[src/rtl/mips_pkg.sv]
// Shared MIPS core definitions: debug-stream FSM encoding, perf counter width and stream sizing.
package mips_pkg;

    typedef enum logic [1:0] {
        DBG_IDLE,
        DBG_CAPTURE,
        DBG_SEND
    } dbg_state_t;

    localparam int unsigned PERF_CNT_W = 16;

    function automatic int unsigned stage_bytes(input int unsigned data_w);
        return (data_w + 7) / 8;
    endfunction

    // Data bytes for every stage, one o_valid byte, then optional stall/flush counters.
    function automatic int unsigned stream_bytes(input int unsigned num_stages,
                                                 input int unsigned data_w,
                                                 input bit          perf_en);
        return num_stages * stage_bytes(data_w) + 1
               + (perf_en ? num_stages * 2 * (PERF_CNT_W / 8) : 0);
    endfunction

endpackage

[src/rtl/pipe_dbg_serializer.sv]
// Snapshot capture and byte-wise stream of the pipeline registers for the UART debugger.
// With PIPE_CHAIN_PERF_EN defined the stall/flush counters follow the o_valid byte.
module pipe_dbg_serializer
    import mips_pkg::*;
#(
    parameter int unsigned NUM_STAGES = 4,
    parameter int unsigned DATA_W     = 129
) (
    input  logic                           clk_to_use,
    input  logic                           i_rst,
    input  logic [NUM_STAGES*DATA_W-1:0]   pipe_data,
    input  logic [NUM_STAGES-1:0]          pipe_valid,
`ifdef PIPE_CHAIN_PERF_EN
    input  logic [NUM_STAGES*PERF_CNT_W-1:0] stall_cnt,
    input  logic [NUM_STAGES*PERF_CNT_W-1:0] flush_cnt,
`endif
    input  logic                           dbg_req,
    input  logic                           dbg_ready,
    output logic [7:0]                     dbg_byte,
    output logic                           dbg_valid,
    output logic                           dbg_busy
);

    localparam int unsigned SB = stage_bytes(DATA_W);
`ifdef PIPE_CHAIN_PERF_EN
    localparam bit PERF = 1'b1;
`else
    localparam bit PERF = 1'b0;
`endif
    localparam int unsigned TOTAL = stream_bytes(NUM_STAGES, DATA_W, PERF);
    // Equals $clog2(NUM_STAGES*SB+1) without counters; widened when counter bytes are appended.
    localparam int unsigned BYTES_W = $clog2(TOTAL);
    localparam logic [BYTES_W-1:0] LAST = BYTES_W'(TOTAL - 1);

    dbg_state_t           state;
    logic [BYTES_W-1:0]   idx;
    logic [TOTAL*8-1:0]   image;
    logic [TOTAL*8-1:0]   snap;

    always_comb begin
        image = '0;
        for (int k = 0; k < NUM_STAGES; k++) begin
            image[k*SB*8 +: DATA_W] = pipe_data[k*DATA_W +: DATA_W];
        end
        image[NUM_STAGES*SB*8 +: 8] = 8'(pipe_valid);
`ifdef PIPE_CHAIN_PERF_EN
        for (int k = 0; k < NUM_STAGES; k++) begin
            image[(NUM_STAGES*SB+1)*8 + k*PERF_CNT_W +: PERF_CNT_W] =
                stall_cnt[k*PERF_CNT_W +: PERF_CNT_W];
            image[(NUM_STAGES*SB+1)*8 + (NUM_STAGES+k)*PERF_CNT_W +: PERF_CNT_W] =
                flush_cnt[k*PERF_CNT_W +: PERF_CNT_W];
        end
`endif
    end

    always_ff @(posedge clk_to_use or posedge i_rst) begin
        if (i_rst) begin
            state     <= DBG_IDLE;
            idx       <= '0;
            snap      <= '0;
            dbg_byte  <= '0;
            dbg_valid <= 1'b0;
            dbg_busy  <= 1'b0;
        end else begin
            unique case (state)
                DBG_IDLE: begin
                    if (dbg_req) begin
                        state    <= DBG_CAPTURE;
                        dbg_busy <= 1'b1;
                    end
                end
                DBG_CAPTURE: begin
                    snap      <= image;
                    idx       <= '0;
                    dbg_byte  <= image[7:0];
                    dbg_valid <= 1'b1;
                    state     <= DBG_SEND;
                end
                DBG_SEND: begin
                    if (dbg_ready) begin
                        if (idx == LAST) begin
                            state     <= DBG_IDLE;
                            dbg_valid <= 1'b0;
                            dbg_busy  <= 1'b0;
                            dbg_byte  <= '0;
                        end else begin
                            idx      <= idx + 1'b1;
                            dbg_byte <= snap[(32'(idx) + 32'd1)*8 +: 8];
                        end
                    end
                end
                default: state <= DBG_IDLE;
            endcase
        end
    end

endmodule

[src/rtl/pipe_reg_chain.sv]
// Chain of pipeline registers with stall, bubble, flush and debug freeze plus a snapshot streamer.
// Define PIPE_CHAIN_PERF_EN to add per-stage saturating stall/flush counters to the stream.
module pipe_reg_chain
    import mips_pkg::*;
#(
    parameter int unsigned NUM_STAGES = 4,
    parameter int unsigned DATA_W     = 129
) (
    input  logic                         clk_to_use,
    input  logic                         i_rst,
    input  logic [NUM_STAGES*DATA_W-1:0] i_data,
    input  logic [NUM_STAGES-1:0]        i_stall,
    input  logic [NUM_STAGES-1:0]        i_flush,
    input  logic                         i_freeze,
    output logic [NUM_STAGES*DATA_W-1:0] o_data,
    output logic [NUM_STAGES-1:0]        o_valid,
    input  logic                         i_dbg_req,
    output logic [7:0]                   o_dbg_byte,
    output logic                         o_dbg_valid,
    input  logic                         i_dbg_ready,
    output logic                         o_dbg_busy
);

    logic [NUM_STAGES*DATA_W-1:0] data_q;
    logic [NUM_STAGES-1:0]        valid_q;
    logic [NUM_STAGES-1:0]        hold;
    logic [NUM_STAGES-1:0]        bubble;
    logic [NUM_STAGES-1:0]        prev_valid;

    // A stall anywhere downstream holds this register too.
    always_comb begin
        hold = '0;
        for (int k = 0; k < NUM_STAGES; k++) begin
            hold[k] = i_freeze | (|(i_stall >> k));
        end
        bubble     = (hold << 1) & ~hold;
        prev_valid = NUM_STAGES'({valid_q, 1'b1});
    end

    always_ff @(posedge clk_to_use or posedge i_rst) begin
        if (i_rst) begin
            data_q  <= '0;
            valid_q <= '0;
        end else begin
            for (int k = 0; k < NUM_STAGES; k++) begin
                if (i_flush[k]) begin
                    data_q[k*DATA_W +: DATA_W] <= '0;
                    valid_q[k]                 <= 1'b0;
                end else if (!hold[k]) begin
                    if (bubble[k]) begin
                        data_q[k*DATA_W +: DATA_W] <= '0;
                        valid_q[k]                 <= 1'b0;
                    end else begin
                        data_q[k*DATA_W +: DATA_W] <= i_data[k*DATA_W +: DATA_W];
                        valid_q[k]                 <= prev_valid[k];
                    end
                end
            end
        end
    end

    assign o_data  = data_q;
    assign o_valid = valid_q;

`ifdef PIPE_CHAIN_PERF_EN
    logic [NUM_STAGES*PERF_CNT_W-1:0] stall_cnt;
    logic [NUM_STAGES*PERF_CNT_W-1:0] flush_cnt;

    always_ff @(posedge clk_to_use or posedge i_rst) begin
        if (i_rst) begin
            stall_cnt <= '0;
            flush_cnt <= '0;
        end else begin
            for (int k = 0; k < NUM_STAGES; k++) begin
                if (hold[k] && !i_freeze && (stall_cnt[k*PERF_CNT_W +: PERF_CNT_W] != '1)) begin
                    stall_cnt[k*PERF_CNT_W +: PERF_CNT_W] <=
                        stall_cnt[k*PERF_CNT_W +: PERF_CNT_W] + 1'b1;
                end
                if (i_flush[k] && (flush_cnt[k*PERF_CNT_W +: PERF_CNT_W] != '1)) begin
                    flush_cnt[k*PERF_CNT_W +: PERF_CNT_W] <=
                        flush_cnt[k*PERF_CNT_W +: PERF_CNT_W] + 1'b1;
                end
            end
        end
    end
`endif

    pipe_dbg_serializer #(
        .NUM_STAGES (NUM_STAGES),
        .DATA_W     (DATA_W)
    ) u_dbg (
        .clk_to_use (clk_to_use),
        .i_rst      (i_rst),
        .pipe_data  (data_q),
        .pipe_valid (valid_q),
`ifdef PIPE_CHAIN_PERF_EN
        .stall_cnt  (stall_cnt),
        .flush_cnt  (flush_cnt),
`endif
        .dbg_req    (i_dbg_req),
        .dbg_ready  (i_dbg_ready),
        .dbg_byte   (o_dbg_byte),
        .dbg_valid  (o_dbg_valid),
        .dbg_busy   (o_dbg_busy)
    );

endmodule
[config.mk]
export PLATFORM = sky130hd
export DESIGN_NAME = pipe_reg_chain
export DESIGN_NICKNAME = d
export VERILOG_FILES = /design/src/rtl/mips_pkg.sv /design/src/rtl/pipe_dbg_serializer.sv /design/src/rtl/pipe_reg_chain.sv
export SDC_FILE = /design/constraint.sdc
export NUM_CORES = 2
export LEC_CHECK = 0
export ABC_AREA = 0
export BUFFER_PORTS_ARGS = -buffer_cell sky130_fd_sc_hd__buf_2
export CORE_AREA = 2 2 418 420
export DETAILED_ROUTE_END_ITERATION = 8
export DIE_AREA = 0 0 420 422
export SLEW_MARGIN = 20
export SYNTH_ARGS = -nofsm -noshare
export SYNTH_HDL_FRONTEND = slang
export SYNTH_SLANG_ARGS = --single-unit
[constraint.sdc]
create_clock -name clk_to_use -period 88.2 [get_ports clk_to_use]
set_clock_uncertainty 0.05 [all_clocks]
set_input_delay 8.82 -clock clk_to_use [delete_from_list [all_inputs] [get_ports clk_to_use]]
set_output_delay 8.82 -clock clk_to_use [all_outputs]
set_load 0.02 [all_outputs]
======== Word level (Yosys, flattened, before mapping) ========
Cells that the tools add are included.
word-level totals
  register bits ........................... 1059
  bits of input ports ..................... 529
  output and inout bits ................... 530
  word-level logic and storage cells ...... 84
cells by class
  add/sub/neg operators ................... 2
  equality and inequality tests ........... 11
  shift-type cells ........................ 1
  muxes and demuxes ....................... 39
  bitwise gates (word level) .............. 6
  reductions and logical operators ........ 11
operator list
  operator             number
  $mux 129             12
  $shiftx 552x33->8    1
  $mux 8               2
  $pmux 8 s2           1
  $mux 1               15
  $mux 7               2
  $ne 2x2->1 const B   7
  $pmux 7 s2           1
  $reduce_and 3->1     3
  $add 7x1->8 const B  1
  $add 7x1->7 const B  1
  $eq 7x7->1 const B   1
  $mux 2               3
  $pmux 2 s3           1
  $and 4x4->4          1
  $not 4->4            1
  $or 1x1->1           4
  $pmux 1 s2           2
  $reduce_and 4->1     1
  $reduce_bool 2->1    2
  $reduce_or 4->1      1
  $reduce_or 3->1      1
  $eq 2x1->1 const B   1
  $eq 2x2->1 const B   1
  4 further kinds      4

======== Logic depth before layout (Yosys ltp) ========
  word-level depth ........................ 7
  gate-level depth with buffers ........... 12
  depth with buffers taken out ............ 8

======== Cells and area by module ========
A second synthesis with hierarchy kept.
unflattened totals
  cells, all modules ...................... 3835
  area, all modules ....................... 42527.0 um^2
modules (own cells, without submodules)
  module               instances  cells an instance  area an instance (um^2)  seq. area each (um^2)
  pipe_dbg_serializer  1          2668               24339.6                  13287.7
  pipe_reg_chain       1          1167               18187.4                  13012.5

======== Least setup slack after synthesis ========
Ideal clock, no wire load.
  path kind ............................... input to register
  start ................................... in i_stall[1]
  end ..................................... reg data_q[129], in the netlist o_data[129]
  library setup time ...................... 66 ps
  arrival time ............................ 10165 ps
  data required time ...................... 88084 ps
  path slack .............................. 77919 ps
  stages on the path ...................... 6
  buffers on the path ..................... 2
  cells stage by stage .................... nor4_1 nand2b_1 nor2_1 clkbuf_1 clkbuf_1 a22o_1
between the ends
  word-level cells in the longest chain between the ends .. 7
RTL lines
  what                           line                  source
  start, declared                pipe_reg_chain.sv:12  input logic [NUM_STAGES-1:0] i_stall,
  $reduce_or 3->1                pipe_reg_chain.sv:34  hold[k] = i_freeze | (|(i_stall >> k));
  $or 1x1->1                     pipe_reg_chain.sv:34
  $not 4->4                      pipe_reg_chain.sv:36  bubble = (hold << 1) & ~hold;
  $and 4x4->4                    pipe_reg_chain.sv:36
  $mux 129                       pipe_reg_chain.sv:50  if (bubble[k]) begin
  $mux 129                       pipe_reg_chain.sv:49  end else if (!hold[k]) begin
  $mux 129                       pipe_reg_chain.sv:46  if (i_flush[k]) begin
  end signal, assigned by index  pipe_reg_chain.sv:54  data_q[k*DATA_W +: DATA_W] <= i_data[k*DATA_W +: DATA_W];
  end, declared                  pipe_reg_chain.sv:24  logic [NUM_STAGES*DATA_W-1:0] data_q;
Several ways; a longest one is shown, not always the timed one. The select of a mux whose other input is x is not followed.
A chain may end at the register's enable or synchronous reset.

==> impl_metrics.tcl <==
set metrics [dict create \
    max_clock_freq_mhz 82.2 \
    grt_first_pass_wirelength_mm 262 \
    placeableCoreArea_sq_mm 0.173 \
    vias_per_cell 4.79 \
    drv_slew 0 \
    rows 153 \
    ys_seq_area_share_pct 61.0 \
    dp_hpwl_mm 138 \
    pin_count 1059 \
    peakVddDrop_mv 0.0151 \
    final_common_cell "nand2_1" \
    clk_path_buf_depth 3 \
    fin_ws_ns 76.04 \
    antenna_found_initial 22 \
    critical_path_class "primary input to async pin" \
    die_x_microns 420 \
    power_per_cell_area_mw_per_mm2 23.8 \
    start_util_pct 25.0 \
    grt_max_degree 200 \
    drive_above_1_share_pct 27.0 \
    power.leakage_uw 0.0289 \
    status "completed" \
    first_global_vias 35900 \
    synth_warnings 0 \
    pre_cts_ws_ns 75.14 \
    cp_data_arrival_time_ns 12.87 \
    synth_cell_types 54 \
    wire_per_inst_microns 24.8 \
    dr.pass1.iters 5 \
    worstSkewPairLatency_ns 0.78 \
    finalCritPeriodShare_pct 13.8 \
    post_cts_buffers 0 \
    max_cap_violations 0 \
    gp_congestion 0.905 \
    fin_hold_ws_ns 0.419 \
    synth_edf_count 0 \
    netlist_area_sq_mm 0.0431 \
    overflow 0 \
    cts_tree "built" \
    cts-resized-gates 0 \
    relSlewSlack_pct 21.3 \
    route.detailed.drc 0 \
    async_flop_share_pct 100 \
    final_cell_mix "nand2_1, buf_2, dfrtp_1" \
    fillers 18000 \
    vias 36100 \
    clk_pin_slew_worst_paths_ns 0.06 \
    grtUsageTotal_pct 20.4 \
    start_kind "primary input" \
    routed_wl_mm 187 \
    ant_nets 0 \
    dieHeight_microns 422 \
    period_needed_ns 12.16 \
    drt_iter0_markers 2695 \
    hold_viol_final 0 \
    min_path_type "flop to flop" \
    synth_flop_cell "dfrtp_1" \
    die_area_sq_mm 0.177 \
    nets 5652 \
    root_buffer "clkbuf_16" \
    fin_tns_setup_ns 0 \
    syn-instance-count 4195 \
    clock_sinks 1051 \
    syn_to_final_growth_pct 26.4 \
    cp-end-kind "async pin" \
    worstMarginPinSlew_ns 1.18 \
    cp.required_ns 88.90 \
    dp.cells 7326 \
    grt_setup_unrepaired "no" \
    avgSynthCellArea_sq_um 10.3 \
    stdcell_count 7544 \
    cts_buffers 118 \
    worstPathMaxFanout 136 \
    ctsHoldBuffers 0 \
    setup_viol 0 \
    h-tree-depth 3 \
    syn_nets 4726 \
    ys_ff_latch 1051 \
    io_buffers 1058 \
]
## worst max-delay path, cell delays in order
cell and delay, ns:
buf_2 0.13, inv_8 0.39, buf_12 0.61, buf_4 0.84, buf_4 0.80, buf_4 0.87
## metal layers
layer	share of wire (%)	global-route usage, %	vias to the layer above
li1	-	-	16000
met1	42	26.8	18600
met2	48	33.7	1287
met3	6.7	4.25	224
met4	2.8	5.97	14
met5	0.047	0	-
## registers in the layout (all words and copies together) (netlist names)
name             count
o_data             516
u_dbg.snap         512
u_dbg.dbg_byte       8
u_dbg.idx            7
o_valid              4
u_dbg.state          2
u_dbg.dbg_busy       1
u_dbg.dbg_valid      1
## path summary, 6_finish.rpt
kind,startpoint,endpoint,slack [ns],cells past startpoint
hold / removal,u_dbg.snap[148],u_dbg.snap[148],0.42,2
setup reg to reg,u_dbg.idx[0],u_dbg.dbg_byte[3],83.70,6
hold reg to reg,u_dbg.snap[148],u_dbg.snap[148],0.42,2
max in group clk_to_use,i_stall[3],o_data[166],76.71,7
setup / recovery,i_rst,o_data[50],76.04,6
min in group asynchronous,i_rst,o_data[327],8.06,2
## synth_stat cells (2+ instances only)
master	number	share of area, %
a2111oi_0	3	0.061
a211oi_1	6	0.10
a21oi_1	159	1.8
a221o_1	8	0.19
a221oi_1	18	0.37
a221oi_2	2	0.070
a22o_1	392	8.0
a22oi_1	32	0.56
a2bb2oi_1	2	0.041
a31oi_1	2	0.029
and2_1	4	0.058
and3_1	3	0.044
buf_1	2	0.017
buf_2	32	0.37
buf_4	17	0.30
buf_6	9	0.23
clkbuf_1	244	2.1
dfrtp_1	1051	61
ha_1	2	0.058
inv_1	9	0.078
mux2_2	25	0.65
mux2i_1	93	2.2
mux4_1	6	0.37
mux4_2	57	3.0
nand2_1	1842	16
nand2b_1	7	0.10
nand3_1	14	0.16
nand3b_1	2	0.035
nand4_1	3	0.044
nor2_1	48	0.42
nor2b_1	9	0.13
nor3_1	8	0.093
nor4_1	3	0.044
o2111ai_1	5	0.10
o211ai_1	6	0.10
o21ai_0	29	0.34
o221ai_1	5	0.10
o22ai_1	8	0.12
o311ai_0	6	0.12
o31ai_1	2	0.035
o41a_1	2	0.052
or3_1	3	0.044
xnor2_1	4	0.081
## final cells by class
| cell class | count | area [sq um] | area share (%) |
|---|---|---|---|
| inverters | 9 | 41.3 | 0.0757 |
| flip-flops and latches | 1051 | 26300 | 48.3 |
| clock buffers | 164 | 3360 | 6.16 |
| repair buffers | 1110 | 5750 | 10.6 |
| diodes | 7 | 17.5 | 0.0321 |
| multi-input cells | 2831 | 15600 | 28.6 |
| well taps | 2325 | 2910 | 5.34 |
| clock inverters | 47 | 531 | 0.973 |
## power breakdown
| part | switching (uW) | total (uW) | leakage, uW | internal (uW) |
|---|---|---|---|---|
| Combinational | 175 | 246 | 0.0124 | 70.6 |
| Sequential | 33.1 | 550 | 0.0146 | 517 |
| Clock | 213 | 500 | 0.00191 | 286 |
| Total | 422 | 1300 | 0.0289 | 874 |
## stage by stage
step | power [uW] | utilization [%] | cell area, sq um
floorplan | 699 | - | 43100
global placement | 806 | 29.3 | 50600
detailed placement | 810 | 29.3 | 50600
CTS | 1310 | 31.5 | 54500
global route | 1350 | 31.5 | 54500
finish | 1300 | 31.5 | 54500
## cell families (layout without fill, tap and decap cells)
group / count (synthesis) / after routing / synth area share (%)
fa+ha+maj: 2 / 2 / 0.0580
compound gates: 695 / 695 / 12.3
other cells: 0 / 7 / 0
simple gates: 1948 / 1948 / 17.3
xor+xnor: 5 / 5 / 0.102
buf+inv: 313 / 1330 / 3.12
mux: 181 / 181 / 6.15
flops: 1051 / 1051 / 61.0
Power figures use the tool's default switching activity.
